### src/rtl/render_sequencer.sv
`timescale 1ns/1ps
// render_sequencer: alternates a painter phase and a screen-flash phase
// over one shared frame-store port, counting completed frames.
//
// Ports:
//   Clck, Reset        clock, asynchronous active-low reset
//   working            level request to keep rendering frames
//   paint_start/done   painter start pulse out, finish pulse in
//   flash_start/done   flasher start pulse out, finish pulse in
//   paint_addr/color/we painter write request
//   flash_addr         flasher read address
//   mem_addr/data/wren shared memory port, owned by the active phase
//   busy               a PAINT or FLASH phase is in progress
//   frame_count        completed frames, wraps at 256
//   err_timeout        sticky phase-watchdog error
//
// Build option: define RENDER_SEQ_WATCHDOG_EN to add a per-phase
// watchdog (TIMEOUT_CYCLES) with an ABORT state. Without it the FSM
// waits indefinitely for done pulses and err_timeout is tied low.

module render_sequencer #(
   parameter int ADDR_BITS      = 11,
   parameter int COLOR_BITS     = 3,
   parameter int TIMEOUT_CYCLES = 65535
) (
   input  logic                  Clck,
   input  logic                  Reset,
   input  logic                  working,
   output logic                  paint_start,
   input  logic                  paint_done,
   output logic                  flash_start,
   input  logic                  flash_done,
   input  logic [ADDR_BITS-1:0]  paint_addr,
   input  logic [COLOR_BITS-1:0] paint_color,
   input  logic                  paint_we,
   input  logic [ADDR_BITS-1:0]  flash_addr,
   output logic [ADDR_BITS-1:0]  mem_addr,
   output logic [COLOR_BITS-1:0] mem_data,
   output logic                  mem_wren,
   output logic                  busy,
   output logic [7:0]            frame_count,
   output logic                  err_timeout
);

`ifdef RENDER_SEQ_WATCHDOG_EN
   typedef enum logic [1:0] {
      S_IDLE  = 2'd0,
      S_PAINT = 2'd1,
      S_FLASH = 2'd2,
      S_ABORT = 2'd3
   } state_t;
`else
   typedef enum logic [1:0] {
      S_IDLE  = 2'd0,
      S_PAINT = 2'd1,
      S_FLASH = 2'd2
   } state_t;
`endif

   state_t     state_q;
   logic       paint_start_q;
   logic       flash_start_q;
   logic [7:0] frame_q;

`ifdef RENDER_SEQ_WATCHDOG_EN
   localparam logic [15:0] TimeoutLim = 16'(TIMEOUT_CYCLES);

   logic [15:0] wdog_q;
   logic [15:0] wdog_d;
   logic        wdog_hit;
   logic        err_q;

   // The count after this cycle; the phase has lasted wdog_d cycles.
   assign wdog_d   = wdog_q + 16'd1;
   assign wdog_hit = (wdog_d == TimeoutLim);
`else
   logic [15:0] unused_timeout;
   assign unused_timeout = 16'(TIMEOUT_CYCLES);
`endif

   // Start pulses are registered on phase entry, so each is high for
   // exactly the first cycle of its phase. A done pulse in that same
   // cycle is honoured, giving one-cycle phases.
   always_ff @(posedge Clck or negedge Reset) begin
      if (!Reset) begin
         state_q       <= S_IDLE;
         paint_start_q <= 1'b0;
         flash_start_q <= 1'b0;
         frame_q       <= '0;
`ifdef RENDER_SEQ_WATCHDOG_EN
         wdog_q        <= '0;
         err_q         <= 1'b0;
`endif
      end else begin
         paint_start_q <= 1'b0;
         flash_start_q <= 1'b0;
         unique case (state_q)
            S_IDLE: begin
               if (working) begin
                  state_q       <= S_PAINT;
                  paint_start_q <= 1'b1;
`ifdef RENDER_SEQ_WATCHDOG_EN
                  wdog_q        <= '0;
`endif
               end
            end
            S_PAINT: begin
               if (paint_done) begin
                  state_q       <= S_FLASH;
                  flash_start_q <= 1'b1;
`ifdef RENDER_SEQ_WATCHDOG_EN
                  wdog_q        <= '0;
               end else if (wdog_hit) begin
                  state_q <= S_ABORT;
                  err_q   <= 1'b1;
                  wdog_q  <= wdog_d;
               end else begin
                  wdog_q  <= wdog_d;
`endif
               end
            end
            S_FLASH: begin
               if (flash_done) begin
                  frame_q <= frame_q + 8'd1;
`ifdef RENDER_SEQ_WATCHDOG_EN
                  wdog_q  <= '0;
`endif
                  // working is only sampled at frame boundaries, so
                  // dropping it mid-frame lets the frame finish.
                  if (working) begin
                     state_q       <= S_PAINT;
                     paint_start_q <= 1'b1;
                  end else begin
                     state_q <= S_IDLE;
                  end
`ifdef RENDER_SEQ_WATCHDOG_EN
               end else if (wdog_hit) begin
                  state_q <= S_ABORT;
                  err_q   <= 1'b1;
                  wdog_q  <= wdog_d;
               end else begin
                  wdog_q  <= wdog_d;
`endif
               end
            end
`ifdef RENDER_SEQ_WATCHDOG_EN
            S_ABORT: begin
               state_q <= S_IDLE;
               wdog_q  <= '0;
            end
`endif
            default: begin
               state_q <= S_IDLE;
            end
         endcase
      end
   end

   // Port ownership follows the state register only, so a reset
   // removes the painter's write enable without waiting for a clock.
   always_comb begin
      mem_addr = '0;
      mem_data = '0;
      mem_wren = 1'b0;
      unique case (1'b1)
         (state_q == S_PAINT): begin
            mem_addr = paint_addr;
            mem_data = paint_color;
            mem_wren = paint_we;
         end
         (state_q == S_FLASH): begin
            mem_addr = flash_addr;
         end
         default: begin
         end
      endcase
   end

   // ABORT presents IDLE-like outputs, so busy covers the two
   // working phases only.
   assign busy        = (state_q == S_PAINT) ||
                        (state_q == S_FLASH);
   assign paint_start = paint_start_q;
   assign flash_start = flash_start_q;
   assign frame_count = frame_q;

`ifdef RENDER_SEQ_WATCHDOG_EN
   assign err_timeout = err_q;
`else
   assign err_timeout = 1'b0;
`endif

endmodule

### config.mk
export PLATFORM = sky130hd
export DESIGN_NAME = render_sequencer
export DESIGN_NICKNAME = d
export VERILOG_FILES = /design/src/rtl/render_sequencer.sv
export SDC_FILE = /design/constraint.sdc
export NUM_CORES = 1
export LEC_CHECK = 0
export BUFFER_PORTS_ARGS = -buffer_cell sky130_fd_sc_hd__buf_2
export CAP_MARGIN = 10
export CORE_MARGIN = 10
export CORE_UTILIZATION = 35
export CTS_CLUSTER_DIAMETER = 120
export DETAILED_ROUTE_END_ITERATION = 7
export PLACE_DENSITY = 0.82
export SYNTH_ARGS = -nofsm -noshare
export SYNTH_HDL_FRONTEND = slang
export SYNTH_SLANG_ARGS = --single-unit
### constraint.sdc
create_clock -name Clck -period 1.8 [get_ports Clck]
set_clock_uncertainty 0.15 [all_clocks]
set_input_delay 0 -clock Clck [delete_from_list [all_inputs] [get_ports Clck]]
set_output_delay 0 -clock Clck [all_outputs]
set_load 0.02 [all_outputs]
== Yosys cells after proc, flatten, opt, wreduce, memory -nomap -nowiden ==
Index checks and enable logic that the tools add are counted.
Cells by class
  muxes and demuxes: 13
  eq/ne operators: 5
  reduce and logical (&&, ||, !) cells: 4
  add/subtract/negate cells: 1
Operators by type and width (number)
  $pmux 11 s2: 1
  $add 8x1->8 const B: 1
  $mux 1: 6
  $mux 2: 3
  $ne 2x2->1 const B: 3
  $pmux 2 s3: 1
  $mux 3: 1
  $reduce_and 3->1: 1
  $eq 2x1->1 const B: 1
  $eq 2x2->1 const B: 1
  $logic_not 2->1: 1
  $pmux 1 s2: 1
  $reduce_and 2->1: 1
  $logic_or 1x1->1: 1
Storage, ports and cells
  output and inout bits: 27
  flip-flop bits (word level): 12
  word-level logic and storage cells: 27

== Depth between registers and ports, before layout ==
  word-level depth: 3
  depth in mapped cells: 6
  gate-level depth less buffers: 5

== Worst setup path before layout ==
No wires, ideal clock.
  path kind: reg2reg
  from: reg state_q[1]
  to: reg state_q[0]
  stages on the path, launching flop included: 6
  setup time: 0.127 ns
  path slack: 0.061 ns
  arrival: 1.462 ns
  period minus slack after synthesis: 1.739 ns
  path through: dfrtp_1 > inv_1 > ha_1 > buf_6 > a222oi_1 > mux2_1
Between the ends
  cells in the longest elaborated chain, start to end: 3
Ends and longest elaborated chain
  from (decl): line 60  | state_t state_q;
  from (signal assigned): line 86  | state_q <= S_IDLE;
  from (signal assigned): line 100  | state_q <= S_PAINT;
  from (signal assigned): line 109  | state_q <= S_FLASH;
  $eq 2x2->1, or another cell as far along: line 97  | unique case (state_q)
  $ne 2x2->1 (no source line)
  $reduce_and 3->1 (no source line)
Several ways; a longest one is shown, not always the timed one.
A chain may end at the register's enable or synchronous reset.

== Worst setup path after layout ==
  from: reg state_q[0]
  to: reg state_q[1]
Same word-level chain as after synthesis.

==> impl_metrics.tcl <==
set metrics [dict create \
    cts_tree "built" \
    grt_pass1_vias 1048 \
    dieArea_um2 4600 \
    grt_pass1_wl_um 4240 \
    fin_crit_ns 1.76 \
    drtPass1Iterations 4 \
    pre_cts_ws_ns -0.0547 \
    yosys.area.top_type "dfrtp_1" \
    synth-edff-count 0 \
    drt_first_iter_violations 35 \
    synth_top_area_frac 0.376 \
    grt_usage 0.115 \
    drv_cap 0 \
    p_leak_uw 0.000679 \
    ys_seq_elements 12 \
    start_util 0.365 \
    htreeDepth 1 \
    slew_headroom 0.632 \
    yosysWarnings 0 \
    numCtsBuffers 3 \
    met2_usage 0.177 \
    grt.busiest_layer "met2" \
    antenna_found_initial 0 \
    synth_area_um2 800 \
    setup_viol 0 \
    wl_per_cell_um 14.9 \
    async_flop_share 1.00 \
    cts.path.max_buffers 2 \
    finalNetCount 189 \
    cp.required_ns 1.80 \
    worst_pin_slew_ns 0.551 \
    drive_above_1_share 0.493 \
    grt_util_met1 0.107 \
    cp.arrival_ns 1.76 \
    drc 0 \
    yosys-top-cells-count "dfrtp_1, a22oi_1, nor2b_1" \
    io_buffers 56 \
    routed-via-count 877 \
    core_um2 2190 \
    die_w_um 67.8 \
    seq_area_frac_synth 0.376 \
    syn_area_per_cell_um2 9.63 \
    cts-root-buf "clkbuf_4" \
    status "completed" \
    cp_max_fo 3 \
    rsz0062_at_grt "no" \
    rows 17 \
    clkSlewWorstSetupHoldPaths_ns 0.07 \
    synth_flop_cell "dfrtp_1" \
    dp_hpwl_um 2190 \
    boundaryPins 58 \
    diodes 0 \
    cts_num_sinks 12 \
    peakVddDrop_mv 0.913 \
    fill_cells 191 \
    powerDensity_nw_per_um2 1560 \
    hp-class "in -> out" \
    insertion_delay_ns 0.27 \
    gp_congestion 0.747 \
    synth_cell_types 25 \
    final.setup.tns_ns 0 \
    syn_to_final_growth_pct 57.6 \
    ant_nets 0 \
    period_share 0.976 \
    placed_cell_area_um2 1100 \
    clock.fmax_ghz 0.569 \
    wirelength_um 2660 \
    setup_ws_ns 0.0435 \
    slew_viol_final 0 \
    crit_type "reg -> reg" \
    design_area_um2 1260 \
    synth_fp_nets 121 \
    yosysMostFrequentCell "dfrtp_1" \
    netlist_top_cells_area "dfrtp_1, ha_1, a22oi_1" \
    crit_path_start_kind "register" \
    grt_start_max_net_pins 17 \
    hold_violations 0 \
    met3_usage 0.107 \
    via_per_inst 4.93 \
    crit_path_end_kind "register" \
    synth_cells 83 \
    die_h_um 67.8 \
    grt_overflow 0 \
]
## logic make-up (layout without fill, tap and decap cells)
group           after synthesis  after routing  synth area share
compound gates               14             14             0.128
xor+xnor                      7              7            0.0767
fa+ha+maj                     7              7             0.110
buf+inv                      10             77            0.0610
flops                        12             12             0.376
mux                           3              3            0.0423
other cells                   1              1           0.00469
simple gates                 29             29             0.202
## sequential cells by signal, indices dropped and copies added, names as in the netlist
signal,cells
state_q,2
paint_start,1
flash_start,1
frame_count,8
## power by group
part           switching, uW  total [uW]  internal [uW]
sequential              70.6         421            351
combinational            745        1330            589
clock                   87.7         211            123
## placed cells by master, fill, tap and decap left out, drive strengths merged
cell type / count
clkbuf: 4
ha: 7
nor2: 3
clkinv: 1
a22oi: 11
and2: 5
dlygate4sd3: 5
dfrtp: 12
conb: 1
nand4: 1
xnor2: 5
and4: 1
mux2: 3
nor3: 1
a222oi: 1
nand3: 1
and3: 1
nor2b: 11
buf: 63
inv: 4
xor2: 2
nand2: 5
a21oi: 2
## layer usage
| layer | vias up | wire length (um) |
|---|---|---|
| li1 | 414 | - |
| met1 | 398 | 946 |
| met2 | 61 | 1140 |
| met3 | 4 | 545 |
| met4 | 0 | 34 |
| met5 | - | 0 |
## layout make-up
class,count,area [um2],area share
Sequential cell,12,300,0.238
Clock buffer,4,36.3,0.0288
Multi-Input combinational cell,61,483,0.383
Timing Repair Buffer,68,387,0.307
Tap cell,28,35.0,0.0278
Inverter,5,18.8,0.0149
## stage by stage
stage	util	power (uW)	instances	hold slack, ns
after floorplan	-	1230	83	-0.446
after global placement	0.502	1540	164	-0.266
after detailed placement	0.502	1600	164	-0.257
after CTS	0.556	1890	177	0.180
after global routing	0.575	2130	178	0.201
final	0.575	1970	178	0.179
## path summary, 6_finish.rpt
kind	start	end	slack, ns	cells after the start
max in group asynchronous	Reset	frame_count[0]	0.50	3
min in group asynchronous	Reset	paint_start	0.64	3
max	state_q[0]	state_q[1]	0.04	5
max reg2reg	state_q[0]	state_q[1]	0.04	5
min reg2reg	frame_count[7]	frame_count[7]	0.33	1
min	paint_color[0]	mem_data[0]	0.18	3
## worst max-delay path, cell delays in order, from the launching register on
cell      delay, ns
dfrtp_1        0.41
buf_4          0.16
ha_4           0.16
a222oi_1       0.27
buf_4          0.18
mux2_1         0.32
## repair_timing
action | CTS | global route
endpoints found under the hold margin | 18 | 0
hold buffers | 5 | 0
pin swaps | 1 | 1
setup endpoints to repair | 13 | 13
gates cloned | 0 | 0
buffers inserted | 4 | 1
resized for setup | 1 | 7
Power figures use the tool's default switching activity.
